==> config.mk <==
export PLATFORM = sky130hd
export DESIGN_NAME = instr_fetch
export DESIGN_NICKNAME = d
export VERILOG_FILES = /design/src/rtl/instr_fetch.sv
export SDC_FILE = /design/constraint.sdc
export NUM_CORES = 1
export LEC_CHECK = 0
export ABC_AREA = 1
export BUFFER_PORTS_ARGS = -buffer_cell sky130_fd_sc_hd__buf_2
export CORE_UTILIZATION = 35
export CTS_CLUSTER_SIZE = 30
export DETAILED_ROUTE_END_ITERATION = 10
export HOLD_SLACK_MARGIN = 0.06
export PLACE_DENSITY = 0.59
export SKIP_CTS_REPAIR_TIMING = 1
export SYNTH_ARGS = -nofsm -noshare
export SYNTH_HDL_FRONTEND = slang
export SYNTH_SLANG_ARGS = --single-unit
==> constraint.sdc <==
create_clock -name clk -period 2.8 [get_ports clk]
set_input_delay 0.14 -clock clk [delete_from_list [all_inputs] [get_ports clk]]
set_output_delay 0.14 -clock clk [all_outputs]
set_load 0.02 [all_outputs]
==> src/rtl/instr_fetch.sv <==
// instr_fetch: single-outstanding instruction fetch unit.
// Presents one instruction at a time to the execute stage. Handles
// branch/jump redirects, drops an in-flight read that a redirect made stale,
// and latches a sticky fault on a misaligned redirect target.
module instr_fetch #(
    parameter int unsigned ADDR_WIDTH = 10,
    parameter logic [31:0] RESET_PC   = 32'h0
) (
    input  logic                  clk,
    input  logic                  reset,
    output logic                  mem_req,
    output logic [ADDR_WIDTH-1:0] mem_addr,
    input  logic                  mem_ack,
    input  logic [31:0]           mem_rdata,
    output logic [31:0]           instr,
    output logic [31:0]           instr_pc,
    output logic                  instr_valid,
    input  logic                  instr_ready,
    input  logic                  redirect_valid,
    input  logic [31:0]           redirect_pc,
    output logic                  fault
);

    // START : one idle cycle after reset before the first request
    // FETCH : read outstanding, waiting for mem_ack
    // HOLD  : instruction presented, waiting for instr_ready
    // DROP  : read outstanding whose data is no longer wanted
    // FAULT : misaligned redirect seen; parked until reset
    typedef enum logic [2:0] {
        START = 3'd0,
        FETCH = 3'd1,
        HOLD  = 3'd2,
        DROP  = 3'd3,
        FAULT = 3'd4
    } state_e;

    state_e      state_q, state_d;
    logic [31:0] pc_q, pc_d;
    logic [31:0] instr_q, instr_d;
    logic [31:0] instr_pc_q, instr_pc_d;
    logic        valid_q, valid_d;
    logic        mem_req_q, mem_req_d;
    logic        fault_q, fault_d;

    logic        redirect_misaligned;
    logic [31:0] drop_pc;

    assign redirect_misaligned = (redirect_pc[1:0] != 2'b00);

    // Next-state and next-output computation for the fetch FSM.
    always_comb begin
        // NOTE: every variable gets a default before the case so that no
        // path leaves one unassigned, which would otherwise infer a latch.
        state_d    = state_q;
        pc_d       = pc_q;
        instr_d    = instr_q;
        instr_pc_d = instr_pc_q;
        valid_d    = valid_q;
        drop_pc    = pc_q;

        unique case (state_q)
            START: begin
                // Any mem_ack here belongs to a read abandoned by reset.
                if (redirect_valid) begin
                    pc_d    = redirect_pc;
                    state_d = redirect_misaligned ? FAULT : FETCH;
                end else begin
                    state_d = FETCH;
                end
            end

            FETCH: begin
                if (redirect_valid) begin
                    pc_d    = redirect_pc;
                    valid_d = 1'b0;
                    if (!mem_ack) begin
                        // Read still in flight: its data must be swallowed.
                        state_d = DROP;
                    end else if (redirect_misaligned) begin
                        state_d = FAULT;
                    end else begin
                        // Read completed this cycle; discard and refetch.
                        state_d = FETCH;
                    end
                end else if (mem_ack) begin
                    instr_d    = mem_rdata;
                    instr_pc_d = pc_q;
                    valid_d    = 1'b1;
                    state_d    = HOLD;
                end
            end

            HOLD: begin
                // Redirect beats acceptance: the target replaces pc, no +4.
                if (redirect_valid) begin
                    pc_d    = redirect_pc;
                    valid_d = 1'b0;
                    state_d = redirect_misaligned ? FAULT : FETCH;
                end else if (instr_ready) begin
                    pc_d    = pc_q + 32'd4;
                    valid_d = 1'b0;
                    state_d = FETCH;
                end
            end

            DROP: begin
                // Later redirects keep updating pc; the fault decision waits
                // until the pending read has been consumed.
                drop_pc = redirect_valid ? redirect_pc : pc_q;
                pc_d    = drop_pc;
                if (mem_ack) begin
                    state_d = (drop_pc[1:0] != 2'b00) ? FAULT : FETCH;
                end
            end

            FAULT: begin
                valid_d = 1'b0;
            end

            default: begin
                state_d = START;
                valid_d = 1'b0;
            end
        endcase

        // Outputs are registered, decoded from the state being entered.
        mem_req_d = (state_d == FETCH);
        fault_d   = (state_d == FAULT);
    end

    // State, pc and presented-instruction registers with async reset.
    always_ff @(posedge clk or posedge reset) begin
        if (reset) begin
            state_q    <= START;
            pc_q       <= RESET_PC;
            instr_q    <= 32'h0;
            instr_pc_q <= 32'h0;
            valid_q    <= 1'b0;
            mem_req_q  <= 1'b0;
            fault_q    <= 1'b0;
        end else begin
            // NOTE: sequential state uses non-blocking assignments so every
            // register samples the pre-edge values regardless of order.
            state_q    <= state_d;
            pc_q       <= pc_d;
            instr_q    <= instr_d;
            instr_pc_q <= instr_pc_d;
            valid_q    <= valid_d;
            mem_req_q  <= mem_req_d;
            fault_q    <= fault_d;
        end
    end

    // Word address aliases modulo the memory size; instr_pc keeps 32 bits.
    assign mem_addr    = pc_q[ADDR_WIDTH+1:2];
    assign mem_req     = mem_req_q;
    assign instr       = instr_q;
    assign instr_pc    = instr_pc_q;
    assign instr_valid = valid_q;
    assign fault       = fault_q;

    // A faulted unit neither requests nor presents anything.
    a_fault_quiet: assert property (@(posedge clk) disable iff (reset)
        fault |-> (!mem_req && !instr_valid));

    // A request and a presented instruction never coexist.
    a_req_excl_valid: assert property (@(posedge clk) disable iff (reset)
        mem_req |-> !instr_valid);

    // A stalled instruction stays put until accepted or redirected.
    a_hold_stable: assert property (@(posedge clk) disable iff (reset)
        (instr_valid && !instr_ready && !redirect_valid)
            |=> ($stable(instr) && $stable(instr_pc)));

endmodule

==> results of run 1 <==
cell families after synthesis:
| family | count (synthesis) | synth area share (%) |
|---|---|---|
| compound gates | 101 | 10.6 |
| xor+xnor | 5 | 0.831 |
| fa+ha+maj | 1 | 0.237 |
| buf+inv | 85 | 7.62 |
| flops | 102 | 48.4 |
| mux | 39 | 11.0 |
| simple gates | 276 | 21.2 |
cell type report:
cell class,instances,area share (%)
flip-flops and latches,102,37.8
multi-input cells,422,34.3
repair buffers,185,16.5
clock buffers,10,3.54
well taps,184,3.41
inverters,53,3.04
clock inverters,6,1.35
through the flow:
step	instances	util, %	area [um^2]
final	962	46.2	6750
after global routing	962	46.2	6750
after CTS	928	43.9	6400
after detailed placement	912	41.6	6070
after global placement	912	41.6	6070
after floorplan	609	-	5270
per-layer routing:
layer	GRT usage (%)	vias up	part of all wire, %
met5	0	-	0
met3	2.96	14	4.8
met4	6.59	0	1.5
met1	26.8	2149	48
met2	29.6	146	46
li1	-	2291	-
worst max path at each step:
stage                     to  slack, ns  cells past startpoint
global route         pc_q[9]       0.26                      6
detailed placement   pc_q[7]       0.51                      6
finish              pc_q[11]       0.51                      6
CTS                  pc_q[7]       0.51                      6
global placement     pc_q[7]       0.64                      6
floorplan           pc_q[20]       1.28                     10
synthesized netlist by cell type, drive strengths merged:
library cell	n	area share, %
o21a	2	0.28
nand4	3	0.36
dfrtp	102	48
and2	1	0.12
o2111ai	2	0.33
a22oi	11	1.6
o22ai	2	0.24
buf	23	3.1
mux2	39	11
clkbuf	9	0.66
nor2	79	5.8
xor2	5	0.83
a21oi	33	3.1
ha	1	0.24
nand3	27	2.8
o21ai	51	5.1
nand2	164	12
inv	53	3.8
nor3	2	0.40
state kept, by name, indices dropped and copies added (netlist names):
name,cells
instr,32
instr_pc,32
pc_q,32
state_q,3
fault,1
instr_valid,1
mem_req,1
tightest hold or removal path, stage by stage:
cell,delay (ns)
buf_2,0.09
a21oi_1,0.06
o21ai_1,0.11
where the power goes:
part           internal, mW  switching, mW  total [mW]
Clock                 0.815          0.578        1.39
Sequential             2.13          0.531        2.66
Combinational          1.13           1.71        2.84
==> summary.md, run 1 <==
| Metric | Value |
|---|---|
| Status | `finished clean` |
| Synthesized area | `5270 um^2` |
| Clk Latency, worst-skew pair | `0.35 ns` |
| Clock sink count | `102` |
| Cts bufs inserted | `9` |
| Port Buf Inserts | `145` |
| Crit path time final | `2.29 ns` |
| Worst setup EP type | `flip-flop` |
| RR Startpoint | `state_q[2]` |
| FF+latch count, synth | `102` |
| Most common cell after layout, fill and taps aside | `nand2_1` |
| Crit path max-delay family | `compound AO/OA/AOI/OAI gates` |
| Residual DRC | `0` |
| DRT iter0 DRCs | `290` |
| Initial antenna violation count | `0` |
| WP buf/inv | `2` |
| Die Wd | `125 um` |
| Worst Path Required | `3.01 ns` |
| Slew headroom | `50.7%` |
| Fmax | `438 MHz` |
| Reg2Reg Setup Slack | `0.51 ns` |
| Area Overhead vs Synth | `28.0%` |
| Pre-CTS WS | `0.515 ns` |
| TritonCTS clock tree | `done` |
| Crit path DAT | `2.49 ns` |
| Total Negative Setup Slacks | `0 ns` |
| Clock root buffer | `clkbuf_16` |
| Fin crit share | `81.6%` |
| RePlAce Congestion | `0.896` |
| Element type at the critical path start | `flip-flop` |
| Overflow after GRT | `0` |
| Distinct cells, synth | `31` |
| Reg area | `2550 um^2` |
| Commonest non-fill, non-tap cells in the layout | `nand2_1 (162), buf_2 (145), dfrtp_1 (102)` |
| Max_cap viols | `0` |
| Largest stage delay, worst path | `0.59 ns` |
| Total number of yosys warnings | `0` |
| CTS clk-pin slew, worst paths | `0.07 ns` |
| Vias per cell | `4.78` |
| P_leak | `3.51 nW` |
| Io pins | `146` |
| CP max-delay cell | `o21ai_4` |
| DR pass1 iterations | `4` |
| Routed Antenna Nets | `0` |
| Final Setup Violations | `0` |
| RSZ-0062 raised after global routing | `false` |
| Post-DP HPWL | `10.5 mm` |
| Skew final | `0.00934 ns` |
| Reg-to-Reg End | `pc_q[11]` |
| First-pass GRT wire length | `23.4 mm` |
| Register area share after synthesis | `48.4%` |
| Max VDD drop | `0.352 mV` |
| Syn nets | `679` |
| Critical Path Source | `state_q[2]` |
| Mean post-synth cell area | `8.65 um^2` |
| Pins Over Slew Limit | `0` |
| Multi-input logic area | `2320 um^2` |
| Die height | `125 um` |
| Worst min path class | `in -> reg` |
| Antenna cells | `0` |
| Drt wl/cell | `15.3 um` |
| Largest net degree at the start of global routing | `50` |
| Initial Util | `36.1%` |
| H-Tree Depth | `3` |
| Min-Delay Startpoint | `redirect_pc[10]` |
| Crit path max fanout | `34` |
| Clk buf depth | `2` |
| Hold path depth | `3` |
| Reg2Reg Depth | `6` |
| Hold_ws | `0.0886 ns` |
| Total track usage | `19.0%` |
| Vias in the first global route | `4396` |
| Core area | `14600 um^2` |
| Cells after Synth | `609` |
| Routed WL | `14.7 mm` |
| Hold Path Sink | `pc_q[10]` |
| Full die area | `15600 um^2` |
| Fraction of layout cells with a size suffix above 1 | `27.8%` |
| Layout fillers | `1384` |
| CP cell instances | `inv_1, nand2_2, o21ai_4, inv_2, nor2_1, a22oi_1` |
| Worst Slack Setup Final | `0.515 ns` |
| Final hold vios | `0` |
| Pwr Density | `1020 nW/um^2` |
| Transition time of the tightest slew-check pin | `0.737 ns` |
| Post-layout total power | `6.89 mW` |
| # nets final | `843` |
| Core Rows | `44` |
| Critical setup path kind | `reg -> reg` |
| Vias | `4600` |
Power figures use the tool's default switching activity.
==> inputs of run 2 (changes only) <==
--- a/config.mk
+++ b/config.mk
@@ -5,13 +5,13 @@
 export SDC_FILE = /design/constraint.sdc
 export NUM_CORES = 1
 export LEC_CHECK = 0
-export ABC_AREA = 1
+export ABC_AREA = 0
 export BUFFER_PORTS_ARGS = -buffer_cell sky130_fd_sc_hd__buf_2
 export CORE_UTILIZATION = 35
 export CTS_CLUSTER_SIZE = 30
 export DETAILED_ROUTE_END_ITERATION = 10
 export HOLD_SLACK_MARGIN = 0.06
-export PLACE_DENSITY = 0.59
+export PLACE_DENSITY = 0.58
 export SKIP_CTS_REPAIR_TIMING = 1
 export SYNTH_ARGS = -nofsm -noshare
 export SYNTH_HDL_FRONTEND = slang
==> constraint.sdc (replaced) <==
create_clock -name clk -period 2.35 [get_ports clk]
set_input_delay 0.1175 -clock clk [delete_from_list [all_inputs] [get_ports clk]]
set_output_delay 0.1175 -clock clk [all_outputs]
set_load 0.02 [all_outputs]
==> run 2 against run 1 <==
Net effect: synthesized area shrank 6.2%; hold slack worse by 0.039 ns; sequential power grew 26%; power grew 19%; core utilization increased by 0.61 points; setup slack worse by 0.22 ns; critical endpoint is now instr[15]; highest routed layer unchanged.
==> summary.md, run 2 <==
| Metric | Value |
|---|---|
| Status | `finished clean` |
| RePlAce Congestion | `0.784` |
| Fin crit share | `87.4%` |
| Core area | `13800 um^2` |
| Synth Flop Type | `dfrtp_1` |
| Cts bufs inserted | `9` |
| Cells after Synth | `445` |
| Io pins | `146` |
| Pins Over Slew Limit | `0` |
| Top post-synthesis cells by count | `dfrtp_1 (102), mux2_2 (67), o21ai_0 (32), nor2_1 (31), nand2_1 (27)` |
| Die height | `121 um` |
| First-pass GRT wire length | `20.2 mm` |
| Reg2Reg Depth | `5` |
| Most numerous cell in the Yosys netlist | `dfrtp_1` |
| Min-Delay Startpoint | `redirect_pc[23]` |
| CTS clk-pin slew, worst paths | `0.07 ns` |
| Clk buf depth | `2` |
| DR pass1 iterations | `4` |
| Total track usage | `17.9%` |
| RR Startpoint | `state_q[2]` |
| Mean post-synth cell area | `11.1 um^2` |
| Critical setup path kind | `reg -> reg` |
| Die Wd | `121 um` |
| Post-layout total power | `8.21 mW` |
| Routed Antenna Nets | `0` |
| Commonest non-fill, non-tap cells in the layout | `buf_2 (145), dfrtp_1 (102), mux2_2 (67)` |
| Ys async rst share | `100%` |
| Clock sink count | `102` |
| Max VDD drop | `0.603 mV` |
| Leading area contributor after synthesis | `dfrtp_1` |
| Post-DP HPWL | `8.45 mm` |
| Hold path depth | `3` |
| Main area contributors after synthesis | `dfrtp_1 (52%), mux2_2 (15%), o21ai_0 (3.2%)` |
| Core Rows | `43` |
| Crit path max fanout | `48` |
| Cells after DPL | `741` |
| Worst setup EP type | `flip-flop` |
| Antenna cells | `0` |
| Cell Count, Final, Fillers Out | `797` |
| Residual DRC | `0` |
| Reg-to-Reg End | `instr[15]` |
| Crit path time final | `2.05 ns` |
| Element type at the critical path start | `flip-flop` |
| Layout fillers | `1308` |
| TritonCTS clock tree | `done` |
| Largest net degree at the start of global routing | `81` |
| Routed WL | `12.8 mm` |
| Distinct cells, synth | `55` |
| Final Setup Violations | `0` |
| Max_cap viols | `0` |
| Reg2Reg Setup Slack | `0.30 ns` |
| Worst Path Required | `2.58 ns` |
| Crit path DAT | `2.29 ns` |
| Worst min path class | `in -> reg` |
| Most common cell after layout, fill and taps aside | `buf_2` |
| Fmax | `487 MHz` |
| Pre-CTS WS | `0.319 ns` |
| Vias per cell | `5.09` |
| Finished Core Util | `46.8%` |
| Hold Path Sink | `pc_q[23]` |
| Vias in the first global route | `3886` |
| Transition time of the tightest slew-check pin | `0.532 ns` |
| Pwr Density | `1270 nW/um^2` |
| P_leak | `2.97 nW` |
| Post-synth top area share | `51.6%` |
| Total Negative Setup Slacks | `0 ns` |
| Total number of yosys warnings | `0` |
| Worst Slack Setup Final | `0.296 ns` |
| # nets final | `682` |
| Final hold vios | `0` |
| Vias | `4054` |
| Initial antenna violation count | `0` |
| Register area share after synthesis | `51.6%` |
| Slew headroom | `64.4%` |
| Clk Latency, worst-skew pair | `0.35 ns` |
| H-Tree Depth | `3` |
| Overflow after GRT | `0` |
| Syn nets | `515` |
| Area Overhead vs Synth | `31.1%` |
| Drt wl/cell | `16.1 um` |
| Skew final | `0.00889 ns` |
| DRT iter0 DRCs | `223` |
| Fraction of layout cells with a size suffix above 1 | `41.2%` |
| Clock root buffer | `clkbuf_16` |
| EDFF count, synth | `0` |
| Initial Util | `35.7%` |
| Full die area | `14600 um^2` |
| RSZ-0062 raised after global routing | `false` |
| FF+latch count, synth | `102` |
| Port Buf Inserts | `145` |
| Synthesized area | `4940 um^2` |
run 2: kinds of logic after synthesis:
family | after synthesis | share of synthesized area [%]
simple gates | 132 | 15.0
flops | 102 | 51.6
compound gates | 93 | 12.0
mux | 67 | 15.3
buf+inv | 50 | 5.87
fa+ha+maj | 1 | 0.253
run 2: critical path: stages, from the launching register on:
cell and delay, ns:
dfrtp_1 0.44, inv_2 0.22, nand2_1 0.15, nor4b_2 0.40, buf_12 0.30, mux2_2 0.38
run 2: report_power, final:
group / leakage, nW / internal (mW) / switching (mW) / total (mW)
combinational: 1.55 / 1.37 / 1.89 / 3.25
sequential: 1.26 / 2.58 / 0.760 / 3.34
clock: 0.157 / 0.960 / 0.656 / 1.62
total: 2.97 / 4.91 / 3.30 / 8.21
run 2: final cells by class:
| type | instances | area [um^2] | share of cell area [%] |
|---|---|---|---|
| Multi-Input combinational cell | 293 | 2110 | 32.6 |
| Clock inverter | 4 | 70.1 | 1.08 |
| Tap cell | 180 | 225 | 3.48 |
| Timing Repair Buffer | 195 | 1230 | 18.9 |
| Sequential cell | 102 | 2550 | 39.4 |
| Clock buffer | 12 | 246 | 3.81 |
| Inverter | 11 | 45.0 | 0.695 |
run 2: how the worst max path moves through the flow:
stage,start,to,slack (ns),cells after the start
floorplan,state_q[2],instr[0],0.58,7
global placement,state_q[2],instr[22],0.37,5
detailed placement,state_q[2],instr[25],0.32,5
CTS,state_q[2],instr[25],0.31,5
global route,state_q[2],instr[26],0.15,5
finish,state_q[2],instr[15],0.30,5
run 2: routing by layer:
layer  share of wire [%]  track usage (%)
met5                   0                0
met4                 1.7             7.87
met3                 3.3             2.50
met2                  51             29.0
met1                  44             23.8
run 2: metrics by stage:
| step | hold WS, ns | cell area [um^2] |
|---|---|---|
| final | 0.0501 | 6480 |
| after global routing | 0.0635 | 6480 |
| after CTS | -0.183 | 6080 |
| after detailed placement | 0.196 | 5760 |
| after global placement | 0.179 | 5760 |
| after floorplan | 0.233 | 4950 |
